[config.mk]
export PLATFORM = sky130hd
export DESIGN_NAME = bnn_accum_threshold
export DESIGN_NICKNAME = d
export VERILOG_FILES = /design/src/rtl/bnn_accum_threshold.sv
export SDC_FILE = /design/constraint.sdc
export NUM_CORES = 1
export LEC_CHECK = 0
export ABC_CLOCK_PERIOD_IN_PS = 7600
export BUFFER_PORTS_ARGS = -buffer_cell sky130_fd_sc_hd__buf_2
export CAP_MARGIN = 25
export CORE_AREA = 2 2 90 92
export CTS_CLUSTER_DIAMETER = 100
export DETAILED_ROUTE_END_ITERATION = 10
export DIE_AREA = 0 0 92 94
export PLACE_DENSITY = 0.79
export SYNTH_ARGS = -nofsm -noshare
export SYNTH_HDL_FRONTEND = slang
export SYNTH_SLANG_ARGS = --single-unit
[constraint.sdc]
create_clock -name clk -period 7.6 [get_ports clk]
set_clock_uncertainty 0.05 [all_clocks]
set_input_delay 0.38 -clock clk [delete_from_list [all_inputs] [get_ports clk]]
set_output_delay 0.38 -clock clk [all_outputs]
set_load 0.05 [all_outputs]
[src/rtl/bnn_accum_threshold.sv]
// bnn_accum_threshold: saturating per-neuron accumulator with threshold activation and one-entry output register
module bnn_accum_threshold #(
  parameter int WIDTH_IN  = 10,
  parameter int ACC_WIDTH = 16,
  parameter int CNT_WIDTH = 8
) (
  input  logic                 clk,
  input  logic                 rst,
  input  logic                 in_valid,
  output logic                 in_ready,
  input  logic [WIDTH_IN-1:0]  in_sum,
  input  logic                 in_last,
  input  logic [ACC_WIDTH-1:0] threshold,
  output logic                 out_valid,
  input  logic                 out_ready,
  output logic                 out_act,
  output logic [ACC_WIDTH-1:0] out_acc,
  output logic                 out_sat,
  output logic [CNT_WIDTH-1:0] out_count
);
  typedef enum logic {IDLE, ACCUM} state_t;
  localparam logic [ACC_WIDTH-1:0] MAXV = {1'b0, {(ACC_WIDTH-1){1'b1}}};
  localparam logic [ACC_WIDTH-1:0] MINV = {1'b1, {(ACC_WIDTH-1){1'b0}}};
  state_t state, state_n;
  logic [ACC_WIDTH-1:0] acc, thr_q, base_acc, base_thr, total;
  logic [ACC_WIDTH:0] sum;
  logic [CNT_WIDTH-1:0] cnt, base_cnt, cnt_n;
  logic sat, base_sat, sat_n, ovf, fire;
  assign in_ready = !out_valid || out_ready;
  assign fire = in_valid && in_ready;
  always_comb begin
    base_acc = state == ACCUM ? acc : '0;
    base_thr = state == ACCUM ? thr_q : threshold;
    base_cnt = state == ACCUM ? cnt : '0;
    base_sat = state == ACCUM ? sat : 1'b0;
    sum = {base_acc[ACC_WIDTH-1], base_acc} + {{(ACC_WIDTH+1-WIDTH_IN){in_sum[WIDTH_IN-1]}}, in_sum};
    ovf = sum[ACC_WIDTH] ^ sum[ACC_WIDTH-1];
    total = !ovf ? sum[ACC_WIDTH-1:0] : sum[ACC_WIDTH] ? MINV : MAXV;
    cnt_n = &base_cnt ? base_cnt : base_cnt + 1'b1;
    sat_n = base_sat | ovf;
    state_n = !fire ? state : in_last ? IDLE : ACCUM;
  end
  always_ff @(posedge clk) state <= rst ? IDLE : state_n;
  always_ff @(posedge clk) begin
    if (rst || (fire && in_last)) begin
      acc <= '0;
      cnt <= '0;
      sat <= 1'b0;
      thr_q <= rst ? '0 : thr_q;
    end else if (fire) begin
      acc <= total;
      cnt <= cnt_n;
      sat <= sat_n;
      thr_q <= base_thr;
    end
  end
  always_ff @(posedge clk) begin
    if (rst) begin
      out_valid <= 1'b0;
      out_act <= 1'b0;
      out_acc <= '0;
      out_sat <= 1'b0;
      out_count <= '0;
    end else if (fire && in_last) begin
      out_valid <= 1'b1;
      out_act <= $signed(total) >= $signed(base_thr);
      out_acc <= total;
      out_sat <= sat_n;
      out_count <= cnt_n;
    end else if (out_ready) begin
      out_valid <= 1'b0;
    end
  end
endmodule

==> impl_metrics.json, run 1 <==
{
  "cts_root_buf": "clkbuf_8",
  "grt_usage_pct": 27.2,
  "synthToLayoutAreaGrowth_pct": 11.7,
  "clk_pin_slew_ns": 0.07,
  "antenna_found_initial": 0,
  "synth-xor-area-share_pct": 2.40,
  "synth-edff-count": 16,
  "synth_ff_type": "dfxtp_1",
  "yosys-top-cells-area": "dfxtp_1 (24%), edfxtp_1 (11%), ha_1 (9.7%), mux2i_1 (6.2%), nor2_1 (5.5%)",
  "gp_congestion": 0.910,
  "start_util_pct": 57.6,
  "path_cells": "buf_4 > and2_1 > ha_1 > inv_1 > fa_1 > nand2b_1 > a211oi_2 > a41o_1 > a21o_1 > inv_1 > ha_1 > inv_1 > nand2_2 > nand2_1 > ha_1 > a21o_1 > a211oi_1 > o21ai_0 > a221oi_1 > mux2i_1 > a311oi_1",
  "global_route.usage.met1_pct": 36.3,
  "drt.antenna.violating_nets": 0,
  "ff2ff_path_depth": 21,
  "boundaryPins": 59,
  "max_freq_ghz": 0.158,
  "ir_drop_uv": 118,
  "hold_buffers": 0,
  "drt_iter0_drc": 456,
  "gr-usage-met3_pct": 4.33,
  "hp-class": "input pin to flop",
  "drtPass1Iterations": 7,
  "routed_wl_mm": 11.2,
  "synth-simple-area-share_pct": 18.3,
  "grt_pass1_vias": 3904,
  "slowest_delay_ns": 0.87,
  "syn-cell-area_um2": 4380,
  "die_h_um": 94,
  "ys_seq_area_share_pct": 35.2,
  "startpoint_type": "flop",
  "min_period_ns": 6.31,
  "die_w_um": 92,
  "crit_fanout": 28,
  "drt-wirelength-per-cell_um": 16.7,
  "crit_required_ns": 7.79,
  "cts.sinks": 69,
  "postSynthNetCount": 587,
  "leakagePower_nw": 2.17,
  "overflow": 0,
  "htree_levels": 3,
  "p_per_area_nw_per_um2": 203,
  "syn_area_per_cell_um2": 8.41,
  "cts_setup_buffers": 0,
  "drive_gt1_share_pct": 16.5,
  "dieArea_um2": 8650,
  "ctsResizeCount": 0,
  "synth-adder-area-share_pct": 10.2,
  "grt.met2_usage_pct": 45.3,
  "dp_hpwl_mm": 8.34,
  "ys_seq_elements": 69,
  "routed-via-count": 4036,
  "yosysWarnings": 0,
  "crit_path_end_kind": "flop",
  "arrival_ns": 6.51,
  "finalNetCount": 631,
  "cp_slowest_cell": "ha_1",
  "port_buffers": 58,
  "tightestPinTransition_ns": 0.859,
  "row_count": 32,
  "maxSlewHeadroom_pct": 42.8,
  "clk_latency_ns": 0.34,
  "cap_violations": 0,
  "netlist_instances": 521,
  "yosys.area.top_type_share_pct": 24.2,
  "run_status": "complete, no violations",
  "ys_types": 54,
  "cts_tree": "built",
  "grt_max_degree": 42,
  "finalSetupViolations": 0,
  "synth_top_family_by_area": "compound AO/OA/AOI/OAI gates",
  "viasPerCell": 6.01,
  "cts_buffer_depth": 2,
  "maxSlewViolCount": 0,
  "async_flop_share_pct": 0,
  "synthMuxAreaShare_pct": 7.25,
  "period_share_pct": 83.1,
  "yosysTopAreaCell": "dfxtp_1",
  "antenna_cells": 0,
  "critPathKind": "flop to flop",
  "finalPower_w": 0.000993,
  "grt_pass1_wl_mm": 18.7,
  "synth-compound-area-share_pct": 21.9,
  "cts_made_buffers": 9,
  "grt_most_used_layer": "met2",
  "setup_tns_ns": 0,
  "core-area_um2": 7610,
  "filler_cell_count": 655,
  "rsz0062_at_grt": "no",
  "drc": 0,
  "hold_viol_final": 0,
  "holdPathStages": 4
}
## report_power, final
group | internal, W | switching, W | leakage, nW
sequential | 0.000404 | 0.0000124 | 0.603
combinational | 0.000108 | 0.000207 | 1.48
clock | 0.000125 | 0.000136 | 0.0889
total | 0.000637 | 0.000356 | 2.17
## cell usage after synthesis (all sizes together) (4+ instances only)
master and count:
a21o 12, xnor2 9, o21ai 33, o211ai 4, nor2 64, mux2i 28
nand2b 4, inv 22, nor3 6, nand3 13, ha 34, a31oi 4
clkbuf 25, a311oi 4, nand2 51, a211oi 22, buf 6, nor2b 5
and2 18, a32oi 4, a21oi 42, dfxtp 53, o31ai 5, edfxtp 16
## final timing paths
| path | end | slack [ns] | start |
|---|---|---|---|
| worst max-delay path | out_act | 1.29 | state |
| worst min-delay path | out_valid | 0.35 | out_ready |
| worst max register to register | out_act | 1.29 | state |
| worst min register to register | out_count[0] | 0.40 | out_count[0] |
## layout make-up
| class | instances | area [um^2] | share of cell area (%) |
|---|---|---|---|
| inverter | 22 | 82.6 | 1.69 |
| clock inverter | 5 | 27.5 | 0.562 |
| clock buffer | 11 | 141 | 2.89 |
| sequential | 69 | 1540 | 31.5 |
| timing repair buffer | 64 | 343 | 7.00 |
| multi-input combinational | 399 | 2640 | 53.8 |
| tap | 102 | 128 | 2.61 |
## per-layer routing
metal	up-vias	part of all wire, %
met5	-	0
met4	0	2.2
met3	26	7.4
met2	198	46
met1	1855	44
li1	1957	-
## per-stage QoR
stage          instance area (um^2)  utilization [%]  setup slack [ns]  hold slack, ns  std cells
6_report                       4900             64.4              1.29           0.353        672
5_1_grt                        4900             64.4             0.799           0.378        672
4_1_cts                        4900             64.4              1.41           0.342        672
3_5_place_dp                   4730             62.2              1.46           0.395        656
3_3_place_gp                   4710             62.0              1.72           0.388        655
2_1_floorplan                  4380                -              2.23           0.382        521
## state kept, by name, indices dropped and copies added (netlist names)
| signal | flops |
|---|---|
| out_acc | 16 |
| out_count | 8 |
| state | 1 |
| out_sat | 1 |
| out_valid | 1 |
| thr_q | 16 |
| out_act | 1 |
| cnt | 8 |
| sat | 1 |
| acc | 16 |
## critical path, delay by kind of cell (launching register included)
family,cells,cell delay [ns]
muxes,1,0.12
adders and majority gates,4,1.72
and+or+nand+nor,4,0.69
buffers and inverters,4,0.89
AOI/OAI and AO/OA,8,2.39
DFF,1,0.33
## logic make-up (layout without fill, tap and decap cells)
group,after synthesis,count (layout)
compound gates,146,146
flops,69,69
fa+ha+maj,35,35
simple gates,175,175
buf+inv,53,102
xor+xnor,12,12
mux,31,31
## cells in the final DEF, fill, tap and decap left out, drive strengths merged, types with 6 or more instances in the layout
cell	count
a21oi	42
edfxtp	16
ha	34
dfxtp	53
nand2	51
a21o	12
nor2	64
inv	22
buf	64
mux2i	28
nor3	6
and2	18
nand3	13
o21ai	33
clkbuf	11
xnor2	9
a211oi	22
(Power assumes the default switching activity.)
==> run 2: changes to the inputs <==
==> config.mk (replaced) <==
export PLATFORM = sky130hd
export DESIGN_NAME = bnn_accum_threshold
export DESIGN_NICKNAME = d
export VERILOG_FILES = /design/src/rtl/bnn_accum_threshold.sv
export SDC_FILE = /design/constraint.sdc
export NUM_CORES = 1
export LEC_CHECK = 0
export ABC_CLOCK_PERIOD_IN_PS = 5800
export BUFFER_PORTS_ARGS = -buffer_cell sky130_fd_sc_hd__buf_2
export CAP_MARGIN = 25
export CORE_AREA = 2 2 94 96
export CTS_CLUSTER_DIAMETER = 100
export DETAILED_ROUTE_END_ITERATION = 10
export DIE_AREA = 0 0 96 98
export PLACE_DENSITY = 0.76
export SYNTH_ARGS = -nofsm -noshare
export SYNTH_HDL_FRONTEND = slang
export SYNTH_SLANG_ARGS = --single-unit
==> constraint.sdc (replaced) <==
create_clock -name clk -period 5.8 [get_ports clk]
set_clock_uncertainty 0.05 [all_clocks]
set_input_delay 0.29 -clock clk [delete_from_list [all_inputs] [get_ports clk]]
set_output_delay 0.29 -clock clk [all_outputs]
set_load 0.05 [all_outputs]
==> run 2 against run 1 <==
- non-clock buffer count increased by 2
- sequential share of layout area shrank 0.15 points
- largest power group unchanged
- core utilization decreased by 6.2 points
- sequential power increased by 32%
- clock-buffer cell count up 3
- first-iteration DRC count down 33%
- combinational power rose by 32%
- register-to-register slack worse by 0.79 ns
- fmax rose by 19%
==> impl_metrics.json, run 2 (synthesis results as in run 1) <==
{
  "grt_pass1_vias": 3697,
  "maxSlewHeadroom_pct": 48.6,
  "dieArea_um2": 9410,
  "cts_made_buffers": 9,
  "cp_slowest_cell": "dfxtp_1",
  "critPathKind": "flop to flop",
  "row_count": 34,
  "cts_tree": "built",
  "routed-via-count": 3996,
  "run_status": "complete, no violations",
  "drt_iter0_drc": 306,
  "ir_drop_uv": 182,
  "startpoint_type": "flop",
  "arrival_ns": 5.52,
  "clk_latency_ns": 0.34,
  "core-area_um2": 8470,
  "reg2reg_slack_ns": 0.49,
  "ff2ff_path_depth": 22,
  "cts_setup_buffers": 0,
  "leakagePower_nw": 2.18,
  "drc": 0,
  "antenna_found_initial": 0,
  "die_w_um": 96,
  "drive_gt1_share_pct": 16.3,
  "seq_area_um2": 1540,
  "layout_common_cells": "nor2_1 (63), buf_2 (58), dfxtp_1 (53)",
  "path_cells": "and2_1 > ha_1 > inv_1 > fa_1 > nand2b_1 > a211oi_2 > a41o_1 > a21o_1 > inv_1 > ha_1 > inv_1 > nor2_1 > mux2i_1 > o31ai_1 > a211oi_2 > inv_1 > ha_1 > nand3_1 > nor4_1 > a221oi_1 > mux2i_1 > a311oi_1",
  "hp-class": "input pin to flop",
  "min_period_ns": 5.31,
  "finalNetCount": 633,
  "cts.sinks": 69,
  "drt-wirelength-per-cell_um": 16.4,
  "overflow": 0,
  "hold_start": "out_ready",
  "hold_viol_final": 0,
  "grt_max_degree": 42,
  "cts_root_buf": "clkbuf_8",
  "gp_congestion": 0.924,
  "r2r-start": "state",
  "period_share_pct": 91.5,
  "routed_wl_mm": 11.2,
  "crit_fanout": 14,
  "finalPower_w": 0.00132,
  "rsz0062_at_grt": "no",
  "start_util_pct": 51.8,
  "htree_levels": 3,
  "slowest_delay_ns": 0.55,
  "max_freq_ghz": 0.188,
  "ctsResizeCount": 0,
  "grt_pass1_wl_mm": 18.3,
  "die_h_um": 98,
  "p_per_area_nw_per_um2": 267,
  "cap_violations": 0,
  "finalSetupViolations": 0,
  "dp_hpwl_mm": 8.38,
  "layout_commonest_cell": "nor2_1",
  "holdPathStages": 4,
  "grt_usage_pct": 24.9,
  "boundaryPins": 59,
  "top_regs": "acc (16), out_acc (16), thr_q (16)",
  "r2r-end": "out_act",
  "synthToLayoutAreaGrowth_pct": 12.3,
  "viasPerCell": 5.89,
  "maxSlewViolCount": 0,
  "tightestPinTransition_ns": 0.768,
  "min_to": "out_valid",
  "crit_required_ns": 6.01,
  "antenna_cells": 0,
  "multi_input_area_um2": 2640,
  "cpMostUsedCell": "inv_1",
  "cts_buffer_depth": 2,
  "setup_tns_ns": 0,
  "hold_buffers": 0,
  "clk_pin_slew_ns": 0.08,
  "filler_cell_count": 793,
  "crit_path_end_kind": "flop",
  "drtPass1Iterations": 5,
  "port_buffers": 58,
  "drt.antenna.violating_nets": 0
}
## run 2: worst max path at each step
stage | cells after the start | slack (ns) | end | start
after floorplan | 23 | 0.43 | out_act | state
after global placement | 20 | 0.78 | out_act | state
after detailed placement | 22 | 0.53 | out_act | state
after CTS | 22 | 0.53 | out_act | state
after global routing | 22 | 0.02 | out_act | state
final | 22 | 0.49 | out_act | state
## run 2: metrics by stage
step / hold slack, ns / instances / instance area, um^2 / utilization (%) / worst slack [ns]
final: 0.240 / 679 / 4920 / 58.1 / 0.494
after global routing: 0.265 / 679 / 4920 / 58.1 / 0.0156
after CTS: 0.229 / 679 / 4920 / 58.1 / 0.532
after detailed placement: 0.396 / 664 / 4750 / 56.1 / 0.534
after global placement: 0.388 / 663 / 4740 / 56.0 / 0.783
after floorplan: 0.382 / 521 / 4380 / - / 0.431
## run 2: power breakdown
part / leakage [nW] / internal [W] / total, W / switching (W)
Combinational: 1.49 / 0.000144 / 0.000416 / 0.000273
Sequential: 0.603 / 0.000529 / 0.000548 / 0.0000183
Clock: 0.0828 / 0.000177 / 0.000351 / 0.000174
Total: 2.18 / 0.000850 / 0.00132 / 0.000465
## run 2: critical path: cells and delay by family, from the launching register on
kind / cells / cell delay (ns)
AOI/OAI and AO/OA: 7 / 1.60
and+or+nand+nor: 5 / 0.94
adders and majority gates: 4 / 1.27
buffers and inverters: 4 / 0.53
DFF: 1 / 0.55
muxes: 2 / 0.28
## run 2: layout make-up
type / instances / area share [%]
clock buffers: 14 / 3.30
inverters: 22 / 1.68
repair buffers: 66 / 7.27
multi-input cells: 399 / 53.5
clock inverters: 1 / 0.153
well taps: 108 / 2.75
flip-flops and latches: 69 / 31.3
## run 2: layer usage
metal  GRT usage (%)  vias to the layer above  share of wire, %
met5               0                        -                 0
li1                -                     1965                 -
met4            9.23                        0               2.3
met2            37.6                      160                45
met1            35.5                     1851                46
met3            4.55                       20               6.1
